===== src/rtl/fetch_pc_if.sv =====
// -----------------------------------------------------------------------------
// fetch_pc_if
// Bundles the control inputs and status outputs of the fetch PC unit.
//   master : drives the next-PC sources (stall, trap, redirect, branch/jump,
//            call/return) and observes the fetch PC and status flags.
//   slave  : the fetch PC unit itself.
// Signals:
//   stall, trap_en, redirect_en, redirect_pc   pipeline control / flush target
//   branch_en, jmp_en, base_pc, imm            taken branch/jump and its target
//   call_en, ret_en, ret_fallback              return-address-stack control
//   pc_out, fault, ras_miss, ras_count         registered status outputs
// -----------------------------------------------------------------------------
interface fetch_pc_if #(
   parameter int DATA_WIDTH = 32,
   parameter int RAS_DEPTH  = 4
);
   localparam int CNT_W = $clog2(RAS_DEPTH) + 1;

   logic                  stall;
   logic                  trap_en;
   logic                  redirect_en;
   logic [DATA_WIDTH-1:0] redirect_pc;
   logic                  branch_en;
   logic                  jmp_en;
   logic [DATA_WIDTH-1:0] base_pc;
   logic [DATA_WIDTH-1:0] imm;
   logic                  call_en;
   logic                  ret_en;
   logic [DATA_WIDTH-1:0] ret_fallback;
   logic [DATA_WIDTH-1:0] pc_out;
   logic                  fault;
   logic                  ras_miss;
   logic [CNT_W-1:0]      ras_count;

   modport master (
      output stall, trap_en, redirect_en, redirect_pc,
      output branch_en, jmp_en, base_pc, imm,
      output call_en, ret_en, ret_fallback,
      input  pc_out, fault, ras_miss, ras_count
   );

   modport slave (
      input  stall, trap_en, redirect_en, redirect_pc,
      input  branch_en, jmp_en, base_pc, imm,
      input  call_en, ret_en, ret_fallback,
      output pc_out, fault, ras_miss, ras_count
   );
endinterface


===== src/rtl/fetch_pc_unit.sv =====
// -----------------------------------------------------------------------------
// fetch_pc_unit
// Next-fetch-PC generator with a small return-address stack (RAS).
// Next-PC priority: trap > redirect > return > branch/jump > pc_out+4.
// Trap and redirect act even while stalled and clear the sticky fault flag;
// every other source is range/alignment checked and, if illegal, leaves the
// PC unchanged and sets fault. While fault is set only trap/redirect move PC.
// Ports:
//   clk  : rising-edge clock
//   rst  : asynchronous active-high reset
//   bus  : fetch_pc_if.slave (control inputs, pc_out/fault/ras_miss/ras_count)
// The interface instance must use the same DATA_WIDTH and RAS_DEPTH.
// -----------------------------------------------------------------------------
module fetch_pc_unit #(
   parameter int                    DATA_WIDTH  = 32,
   parameter logic [DATA_WIDTH-1:0] RESET_PC    = 32'h0000_0000,
   parameter logic [DATA_WIDTH-1:0] TRAP_VECTOR = 32'h0000_0100,
   parameter logic [DATA_WIDTH-1:0] PC_LIMIT    = 32'h0000_1000,
   parameter int                    RAS_DEPTH   = 4
) (
   input  logic       clk,
   input  logic       rst,
   fetch_pc_if.slave  bus
);
   localparam int PTR_W = $clog2(RAS_DEPTH);
   localparam int CNT_W = PTR_W + 1;
   localparam logic [CNT_W-1:0] RAS_FULL = CNT_W'(RAS_DEPTH);

   logic [DATA_WIDTH-1:0] pc_q, pc_d;
   logic                  fault_q, fault_d;
   logic                  ras_miss_q, ras_miss_d;
   logic [CNT_W-1:0]      ras_count_q, ras_count_d;
   logic [PTR_W-1:0]      ras_ptr_q, ras_ptr_d;   // next free slot; top is ptr-1
   logic [DATA_WIDTH-1:0] ras_mem_q [RAS_DEPTH];

   logic                  ras_we;
   logic [PTR_W-1:0]      ras_widx;
   logic [DATA_WIDTH-1:0] ras_wdata;

   logic [PTR_W-1:0]      top_idx;
   logic                  is_call;
   logic                  ras_empty;
   logic [DATA_WIDTH-1:0] cand;
   logic                  cand_legal;

   always_comb begin
      top_idx   = ras_ptr_q - PTR_W'(1);
      is_call   = bus.jmp_en & bus.call_en;
      ras_empty = (ras_count_q == '0);

      // Candidate from the checked (lower-priority) sources.
      if (bus.ret_en) begin
         cand = ras_empty ? bus.ret_fallback : ras_mem_q[top_idx];
      end else if (bus.branch_en | bus.jmp_en) begin
         cand = bus.base_pc + bus.imm;
      end else begin
         cand = pc_q + DATA_WIDTH'(4);
      end
      cand_legal = (cand <= PC_LIMIT) && (cand[1:0] == 2'b00);

      pc_d        = pc_q;
      fault_d     = fault_q;
      ras_miss_d  = 1'b0;
      ras_count_d = ras_count_q;
      ras_ptr_d   = ras_ptr_q;
      ras_we      = 1'b0;
      ras_widx    = ras_ptr_q;
      ras_wdata   = bus.base_pc + DATA_WIDTH'(4);

      if (bus.trap_en) begin
         // RAS left intact so execution can resume after the handler.
         pc_d    = TRAP_VECTOR;
         fault_d = 1'b0;
      end else if (bus.redirect_en) begin
         // A flush invalidates any speculative call history.
         pc_d        = bus.redirect_pc;
         fault_d     = 1'b0;
         ras_count_d = '0;
      end else if (!bus.stall && !fault_q) begin
         if (!cand_legal) begin
            fault_d = 1'b1;
         end else begin
            pc_d = cand;
            if (bus.ret_en) begin
               if (ras_empty) begin
                  ras_miss_d = 1'b1;
                  if (is_call) begin
                     // Nothing to pop, so the call becomes an ordinary push.
                     ras_we      = 1'b1;
                     ras_ptr_d   = ras_ptr_q + PTR_W'(1);
                     ras_count_d = CNT_W'(1);
                  end
               end else if (is_call) begin
                  // Pop then push collapses to replacing the top entry.
                  ras_we   = 1'b1;
                  ras_widx = top_idx;
               end else begin
                  ras_ptr_d   = top_idx;
                  ras_count_d = ras_count_q - CNT_W'(1);
               end
            end else if (is_call) begin
               // Circular pointer: a push while full overwrites the oldest.
               ras_we    = 1'b1;
               ras_ptr_d = ras_ptr_q + PTR_W'(1);
               if (ras_count_q != RAS_FULL) begin
                  ras_count_d = ras_count_q + CNT_W'(1);
               end
            end
         end
      end
   end

   always_ff @(posedge clk or posedge rst) begin
      if (rst) begin
         pc_q        <= RESET_PC;
         fault_q     <= 1'b0;
         ras_miss_q  <= 1'b0;
         ras_count_q <= '0;
         ras_ptr_q   <= '0;
      end else begin
         pc_q        <= pc_d;
         fault_q     <= fault_d;
         ras_miss_q  <= ras_miss_d;
         ras_count_q <= ras_count_d;
         ras_ptr_q   <= ras_ptr_d;
      end
   end

   // Stack storage carries no reset; validity is tracked by ras_count_q.
   always_ff @(posedge clk) begin
      if (ras_we) begin
         ras_mem_q[ras_widx] <= ras_wdata;
      end
   end

   assign bus.pc_out    = pc_q;
   assign bus.fault     = fault_q;
   assign bus.ras_miss  = ras_miss_q;
   assign bus.ras_count = ras_count_q;

endmodule


===== src/flat_wrapper.sv =====
// flat-port wrapper written by rule: the top's interface ports become plain ports
module fetch_pc_unit_flat 
#(
   parameter int                    DATA_WIDTH  = 32,
   parameter logic [DATA_WIDTH-1:0] RESET_PC    = 32'h0000_0000,
   parameter logic [DATA_WIDTH-1:0] TRAP_VECTOR = 32'h0000_0100,
   parameter logic [DATA_WIDTH-1:0] PC_LIMIT    = 32'h0000_1000,
   parameter int                    RAS_DEPTH   = 4
)
  (clk, rst, bus_stall, bus_trap_en, bus_redirect_en, bus_redirect_pc, bus_branch_en, bus_jmp_en, bus_base_pc, bus_imm, bus_call_en, bus_ret_en, bus_ret_fallback, bus_pc_out, bus_fault, bus_ras_miss, bus_ras_count);
  fetch_pc_if #(.DATA_WIDTH(DATA_WIDTH), .RAS_DEPTH(RAS_DEPTH)) bus_i ();
  input  logic clk;
  input  logic rst;
  input wire logic [$bits(bus_i.stall)-1:0] bus_stall;
  input wire logic [$bits(bus_i.trap_en)-1:0] bus_trap_en;
  input wire logic [$bits(bus_i.redirect_en)-1:0] bus_redirect_en;
  input wire logic [$bits(bus_i.redirect_pc)-1:0] bus_redirect_pc;
  input wire logic [$bits(bus_i.branch_en)-1:0] bus_branch_en;
  input wire logic [$bits(bus_i.jmp_en)-1:0] bus_jmp_en;
  input wire logic [$bits(bus_i.base_pc)-1:0] bus_base_pc;
  input wire logic [$bits(bus_i.imm)-1:0] bus_imm;
  input wire logic [$bits(bus_i.call_en)-1:0] bus_call_en;
  input wire logic [$bits(bus_i.ret_en)-1:0] bus_ret_en;
  input wire logic [$bits(bus_i.ret_fallback)-1:0] bus_ret_fallback;
  output wire logic [$bits(bus_i.pc_out)-1:0] bus_pc_out;
  output wire logic [$bits(bus_i.fault)-1:0] bus_fault;
  output wire logic [$bits(bus_i.ras_miss)-1:0] bus_ras_miss;
  output wire logic [$bits(bus_i.ras_count)-1:0] bus_ras_count;
  assign bus_i.stall = bus_stall;
  assign bus_i.trap_en = bus_trap_en;
  assign bus_i.redirect_en = bus_redirect_en;
  assign bus_i.redirect_pc = bus_redirect_pc;
  assign bus_i.branch_en = bus_branch_en;
  assign bus_i.jmp_en = bus_jmp_en;
  assign bus_i.base_pc = bus_base_pc;
  assign bus_i.imm = bus_imm;
  assign bus_i.call_en = bus_call_en;
  assign bus_i.ret_en = bus_ret_en;
  assign bus_i.ret_fallback = bus_ret_fallback;
  assign bus_pc_out = bus_i.pc_out;
  assign bus_fault = bus_i.fault;
  assign bus_ras_miss = bus_i.ras_miss;
  assign bus_ras_count = bus_i.ras_count;
  fetch_pc_unit #(.DATA_WIDTH(DATA_WIDTH), .RESET_PC(RESET_PC), .TRAP_VECTOR(TRAP_VECTOR), .PC_LIMIT(PC_LIMIT), .RAS_DEPTH(RAS_DEPTH)) u_core (.clk(clk), .rst(rst), .bus(bus_i));
endmodule

===== config.mk =====
export PLATFORM = sky130hd
export DESIGN_NAME = fetch_pc_unit_flat
export DESIGN_NICKNAME = d
export VERILOG_FILES = /design/src/rtl/fetch_pc_if.sv /design/src/rtl/fetch_pc_unit.sv /design/src/flat_wrapper.sv
export SDC_FILE = /design/constraint.sdc
export NUM_CORES = 1
export LEC_CHECK = 0
export BUFFER_PORTS_ARGS = -buffer_cell sky130_fd_sc_hd__buf_2
export CAP_MARGIN = 25
export CORE_ASPECT_RATIO = 0.5
export CORE_UTILIZATION = 45
export CTS_CLUSTER_DIAMETER = 150
export DETAILED_ROUTE_END_ITERATION = 10
export PLACE_DENSITY = 0.7
export SLEW_MARGIN = 20
export SYNTH_ARGS = -nofsm -noshare
export SYNTH_HDL_FRONTEND = slang
export SYNTH_SLANG_ARGS = --single-unit

===== constraint.sdc =====
create_clock -name clk -period 18 [get_ports clk]
set_input_delay 1.8 -clock clk [delete_from_list [all_inputs] [get_ports clk]]
set_output_delay 1.8 -clock clk [all_outputs]
set_load 0.005 [all_outputs]

==> results.py, run 1 <==
metrics = {
    "global_routing": {
        "grtUsageTotal_pct": 29.2,
        "gr-total-overflow": 0,
        "grt_max_degree": 50,
        "grt_pass1_vias": 8785,
        "grt_pass1_wl_mm": 52.6,
        "antenna_found_initial": 1,
    },
    "logic_synthesis": {
        "syn_inst": 1031,
        "ys_types": 84,
        "synth_xor_area_share_pct": 5.74,
        "synth-main-ff-cell": "edfxtp_1",
        "ys_warn_count": 0,
        "synth_area_per_cell_um2": 10.4,
        "yosys.area_share.adder_pct": 4.64,
        "seq_area_frac_synth_pct": 45.1,
        "async_flop_share_pct": 23.4,
        "synth_nets": 1207,
        "synth_compound_area_share_pct": 16.5,
        "synth-seq-cells": 167,
        "synthesis.area_um2": 10700,
        "synthSimpleGateAreaFrac_pct": 18.3,
        "synth_top_family_by_area": "simple AND/OR/NAND/NOR gates",
        "muxShareOfSynthArea_pct": 6.94,
        "synth_edf_count": 128,
    },
    "sta": {
        "grt_setup_unrepaired": "false",
        "fin_tns_setup_ns": 0,
        "fmax_mhz": 148,
        "finalHoldViolations": 0,
        "drv_slew": 0,
        "slew_headroom_pct": 35.3,
        "fin_skew_ns": 0.0158,
        "worst_pin_slew_ns": 0.966,
        "post-route-period-util_pct": 37.6,
        "period_minus_slack_ns": 6.77,
        "setup_viol": 0,
    },
    "power_and_ir_drop": {
        "comb_power_share_pct": 21.0,
        "pwr-share-seq_pct": 43.2,
        "p_int_uw": 680,
        "switching_share_pct": 31.7,
        "p_clk_share_pct": 35.8,
        "ir_worst_vdd_mv": 0.0679,
        "p_leak_nw": 4.75,
        "p_switching_uw": 315,
        "power_density_nw_per_um2": 80.1,
    },
    "routing": {
        "drt-total-wl_mm": 35.3,
        "wire_per_inst_um": 23.6,
        "avgViaCountPerCell": 6.31,
        "drt_iter0_markers": 1421,
        "first_pass_iters": 8,
        "drc": 20,
        "vias": 9460,
        "ant_nets": 0,
    },
    "outcome": {
        "outcome": "finished with violations",
        "violations": "DRC",
    },
    "cts": {
        "tritoncts": "yes",
        "postCtsHoldBufs": 0,
        "htreeDepth": 4,
        "post-cts-setup-buffers": 0,
        "cts_max_path_buffers": 2,
        "cts.sinks": 167,
        "clk_pin_slew_ns": 0.07,
        "cts_resized": 0,
        "clock_latency_ns": 0.44,
        "cts_buffers": 17,
        "cts_root_buf": "clkbuf_16",
    },
    "job": {
        "maxCapViolations": 0,
    },
    "place": {
        "dp.cells": 1465,
        "place_area_um2": 11800,
        "gp_congestion": 0.994,
        "place_hpwl_mm": 26.6,
        "io_buffer_count": 173,
    },
    "worst_setup_path": {
        "critPathLaunchType": "input port",
        "path_max_fanout": 33,
        "path_class": "input port to flip-flop",
        "cp-end-kind": "flip-flop",
        "cp.arrival_ns": 6.86,
        "cp.required_ns": 18.08,
        "rr_worst_depth": 17,
        "worst-r2r-setup-slack_ns": 11.85,
    },
    "finish": {
        "drive_gt1_share_pct": 22.3,
        "final_cell_mix": "buf_2 (173), edfxtp_1 (128), nand2_1 (111)",
        "multiInputGateArea_um2": 5580,
        "seqCellArea_um2": 4820,
        "final_nets": 1354,
        "final_cells": 1499,
        "area_delta_synth_final_pct": 16.2,
        "n_fill_cell": 2043,
        "final_common_cell": "buf_2",
        "design_area_um2": 12400,
    },
    "floorplan": {
        "coreArea_um2": 23100,
        "start_util_pct": 46.3,
        "die_w_um": 220,
        "row_count": 39,
        "die_h_um": 111,
        "dieArea_um2": 24400,
        "io_pins": 174,
    },
    "worst_hold_path": {
        "hold_path_class": "flip-flop to flip-flop",
        "holdPathStages": 2,
    },
}
[power groups by stage]
| stage | registers (mW) | clock network (mW) | logic [mW] |
|---|---|---|---|
| 2_1_floorplan | 0.436 | 0 | 0.120 |
| 3_3_place_gp | 0.438 | 0 | 0.200 |
| 3_5_place_dp | 0.438 | 0 | 0.201 |
| 4_1_cts | 0.430 | 0.362 | 0.202 |
| 5_1_grt | 0.431 | 0.375 | 0.223 |
| 6_report | 0.430 | 0.356 | 0.209 |
[metal layers]
layer	track usage (%)	vias up	part of all wire (%)
li1	-	4276	-
met1	45.2	4640	46
met2	40.3	508	42
met3	7.49	36	11
met4	6.57	0	1.3
met5	0	-	0
[final timing paths]
| path | end | start |
|---|---|---|
| max | u_core.ras_mem_q[0][31]$_DFFE_PP_ | bus_base_pc[0] |
| min | u_core.bus.fault$_DFFE_PP0P_ | u_core.bus.fault$_DFFE_PP0P_ |
| max reg2reg | u_core.ras_mem_q[0][31]$_DFFE_PP_ | u_core.bus.ras_count[0]$_DFFE_PP0P_ |
| min reg2reg | u_core.bus.fault$_DFFE_PP0P_ | u_core.bus.fault$_DFFE_PP0P_ |
| max in group asynchronous | u_core.bus.pc_out[17]$_DFFE_PP0P_ | rst |
| min in group asynchronous | u_core.bus.fault$_DFFE_PP0P_ | rst |
[layout make-up]
class / instances / area share (%)
flip-flops and latches: 167 / 38.8
well taps: 307 / 3.09
clock inverters: 15 / 1.26
diodes: 1 / 0.0201
repair buffers: 188 / 8.00
inverters: 17 / 0.514
multi-input cells: 787 / 44.9
clock buffers: 17 / 3.42
[worst max-delay path, stage by stage]
cell and delay, ns:
buf_2 0.16, ha_1 0.19, inv_1 0.05, fa_1 0.38, nand2b_1 0.19, a211o_1 0.34
a211oi_1 0.55, o21ai_0 0.30, a211o_1 0.35, o211a_1 0.13, a2111oi_0 0.48, nand4_1 0.16
buf_4 0.28, nor3_1 0.67, nor4b_2 0.33, buf_4 0.47
[synthesized netlist by cell type (6+ instances only)]
master     number  area (µm²)
a22oi_1         6        45.0
or2_2           7        43.8
nor3_1         27         135
a31oi_1         6        37.5
a211o_1         7        61.3
edfxtp_1      128        3840
nor2_1         68         255
and2_1         12        75.1
or3_1           6        37.5
mux2_2          6        67.6
inv_1          16        60.1
nand4_1        28         175
o221ai_1        9        78.8
a21o_1          7        52.6
o211ai_1       30         225
buf_2           6        30.0
clkbuf_1       49         184
and3_1         19         119
nor4_1          8        50.1
dfrtp_1        39         976
nand2b_1        7        43.8
o21ai_0        42         210
ha_1           38         475
a21oi_1        65         325
mux4_2         21         473
xor2_1         35         307
a211oi_1       10        75.1
nand2_1       111         417
xnor2_1        35         307
a2111oi_0       7        61.3
nand3_1        37         185
nor3b_1         7        52.6
mux2i_1        19         190
and4_1         16         140
[registers in the layout, indices dropped and copies added (netlist names)]
| register | count |
|---|---|
| u_core.bus.ras_miss | 1 |
| u_core.ras_mem_q | 128 |
| u_core.bus.pc_out | 32 |
| u_core.ras_ptr_q | 2 |
| u_core.bus.fault | 1 |
| u_core.bus.ras_count | 3 |
[per-stage QoR]
stage	setup WS, ns	total power [mW]	util (%)	hold WS, ns
5_1_grt	11.05	1.03	53.8	0.590
4_1_cts	11.42	0.994	53.7	0.569
2_1_floorplan	9.30	0.556	-	0.522
3_5_place_dp	10.95	0.639	51.2	0.558
6_report	11.23	0.995	53.8	0.558
3_3_place_gp	11.09	0.637	51.1	0.535
[cells by family after synthesis]
kind of cell | Yosys count
AO/OA/AOI/OAI | 254
adder cells (fa/ha/maj) | 39
multiplexers | 47
buffers and inverters | 77
flip-flops | 167
XOR/XNOR | 70
AND/OR/NAND/NOR | 377
Power figures use the tool's default switching activity.
==> run 2: changes to the inputs <==
ABC_AREA = 1   (was not set)
PLACE_DENSITY = 0.69   (was 0.7)
clock period = 6.6 ns   (was 18 ns; I/O delays follow)
==> results.py, run 2 <==
metrics = {
    "outcome": {
        "outcome": "completed",
    },
    "routing": {
        "wire_per_inst_um": 19.6,
        "drc": 0,
        "drt_iter0_markers": 1497,
        "vias": 11858,
        "avgViaCountPerCell": 5.45,
        "ant_nets": 0,
        "drt-total-wl_mm": 42.6,
        "first_pass_iters": 5,
    },
    "worst_setup_path": {
        "crit_chain": "inv_2, nor2_2, inv_2, o21ai_0, a21oi_1, a21oi_1, nand2_1, nor2_1, nand2_1, nor2_1, nand2_1, nor2_2, nand3_1, nor2_1, nand3_1, nor2_2, buf_4",
        "critPathLaunchType": "flip-flop",
        "path_max_fanout": 32,
        "cp.required_ns": 6.69,
        "critical-path-top-delay-family": "simple AND/OR/NAND/NOR gates",
        "rr_worst_depth": 17,
        "worst_r2r_startpoint": "u_core.ras_ptr_q[1]$_DFFE_PP0P_",
        "path_depth": 17,
        "critPathSlowestCell": "nor2_2",
        "cp.arrival_ns": 5.10,
        "worst-r2r-setup-slack_ns": 1.59,
        "cp-end-kind": "flip-flop",
        "crit_start": "u_core.ras_ptr_q[1]$_DFFE_PP0P_",
        "critPathMaxStageDelay_ns": 0.88,
        "cp_num_buf_inv": 3,
        "path_class": "flip-flop to flip-flop",
    },
    "logic_synthesis": {
        "muxShareOfSynthArea_pct": 0.0824,
        "synth-main-ff-cell": "edfxtp_1",
        "synthTopCellsByCount": "nand2_1 (565), inv_1 (196), nor2_1 (154)",
        "synth_top_family_by_area": "simple AND/OR/NAND/NOR gates",
        "ys_warn_count": 0,
        "synth_xor_area_share_pct": 2.45,
        "synthesis.area_um2": 12100,
        "synth_compound_area_share_pct": 12.3,
        "synth_top_area_cell": "edfxtp_1",
        "yosys.cell_count.top_type": "nand2_1",
        "synthSimpleGateAreaFrac_pct": 32.9,
        "synth_top_area_share_pct": 31.6,
        "synth_nets": 1830,
        "async_flop_share_pct": 23.4,
        "synth_area_per_cell_um2": 7.35,
        "yosys.area_share.adder_pct": 4.08,
        "ys_types": 60,
        "synth_edf_count": 128,
        "synth_area_leaders": "edfxtp_1 (32%), nand2_1 (17%), dfrtp_1 (8.0%)",
        "seq_area_frac_synth_pct": 39.7,
        "syn_inst": 1654,
        "synth-seq-cells": 167,
    },
    "cts": {
        "tritoncts": "yes",
        "cts_root_buf": "clkbuf_16",
        "postCtsHoldBufs": 0,
        "cts.sinks": 167,
        "htreeDepth": 4,
        "clk_pin_slew_ns": 0.07,
        "post-cts-setup-buffers": 0,
        "cts_buffers": 17,
        "clock_latency_ns": 0.45,
        "cts_resized": 0,
        "cts_max_path_buffers": 2,
    },
    "power_and_ir_drop": {
        "ir_worst_vdd_mv": 0.183,
        "power_density_nw_per_um2": 212,
        "p_leak_nw": 6.49,
    },
    "floorplan": {
        "coreArea_um2": 26500,
        "die_h_um": 118,
        "row_count": 42,
        "die_w_um": 234,
        "start_util_pct": 45.9,
        "dieArea_um2": 27700,
        "io_pins": 174,
    },
    "global_routing": {
        "grt_max_degree": 65,
        "grt_pass1_wl_mm": 63.6,
        "grt_pass1_vias": 10444,
        "antenna_found_initial": 0,
        "grtUsageTotal_pct": 31.2,
        "gr-total-overflow": 0,
    },
    "sta": {
        "fmax_mhz": 200,
        "post-route-period-util_pct": 75.9,
        "finalHoldViolations": 0,
        "period_minus_slack_ns": 5.01,
        "drv_slew": 0,
        "setup_viol": 0,
        "slew_headroom_pct": 33.2,
        "fin_tns_setup_ns": 0,
        "worst_pin_slew_ns": 1.00,
        "grt_setup_unrepaired": "false",
        "holdWs_ns": 0.328,
        "fin_skew_ns": 0.0134,
    },
    "finish": {
        "final_nets": 1985,
        "area_delta_synth_final_pct": 14.1,
        "final_cells": 2174,
        "final_cell_mix": "nand2_1 (565), inv_1 (196), buf_2 (173)",
        "antenna_cells": 0,
        "drive_gt1_share_pct": 16.7,
        "largest_reg_flops": 128,
        "final_common_cell": "nand2_1",
        "regMostFlops": "u_core.ras_mem_q",
    },
    "place": {
        "io_buffer_count": 173,
        "dp.cells": 2142,
        "place_hpwl_mm": 33.2,
        "gp_congestion": 1.02,
    },
    "worst_hold_path": {
        "hold_path_class": "input port to async pin",
    },
    "job": {
        "maxCapViolations": 0,
    },
}
-- run 2: cell families after synthesis --
logic type | count (synthesis)
flops | 167
simple gates | 935
xor+xnor | 34
buf+inv | 253
mux | 1
fa+ha+maj | 39
compound gates | 225
-- run 2: worst min-delay path: cells and delay by family --
family / cells / cell delay [ns]
buffers and inverters: 3 / 0.57
-- run 2: cell type report --
type / count / area (µm²)
sequential: 167 / 4820
timing repair buffer: 185 / 956
fill: 2590 / 12600
inverter: 204 / 768
clock buffer: 18 / 429
clock inverter: 14 / 154
multi-input combinational: 1234 / 6290
tap: 352 / 440
-- run 2: final timing paths --
| check | endpoint |
|---|---|
| max | u_core.ras_mem_q[2][8]$_DFFE_PP_ |
| min | u_core.bus.pc_out[2]$_DFFE_PP0P_ |
| max reg2reg | u_core.ras_mem_q[2][8]$_DFFE_PP_ |
| min reg2reg | u_core.bus.pc_out[31]$_DFFE_PP0P_ |
| max in group asynchronous | u_core.bus.pc_out[30]$_DFFE_PP0P_ |
| min in group clk | u_core.ras_mem_q[2][0]$_DFFE_PP_ |
-- run 2: power by group --
part / switching (mW) / internal, mW / total (mW)
logic: 0.493 / 0.231 / 0.724
registers: 0.0482 / 1.16 / 1.21
clock network: 0.471 / 0.538 / 1.01
-- run 2: routing by layer --
layer,GRT usage [%],routed length (µm),vias to the layer above
met5,0,0,-
li1,-,-,5755
met2,42.6,17100,609
met1,48.8,20100,5434
met4,8.67,1000,0
met3,6.73,4340,60
-- run 2: through the flow --
stage               utilization [%]  power (mW)  area [µm²]  setup WS (ns)
floorplan                         -        1.65       12100           2.03
global placement               50.1        1.93       13300           1.77
finish                         52.3        2.94       13900           1.59
global route                   52.3        3.05       13900           1.42
CTS                            52.3        2.93       13900           1.76
detailed placement             50.1        1.93       13300           1.80
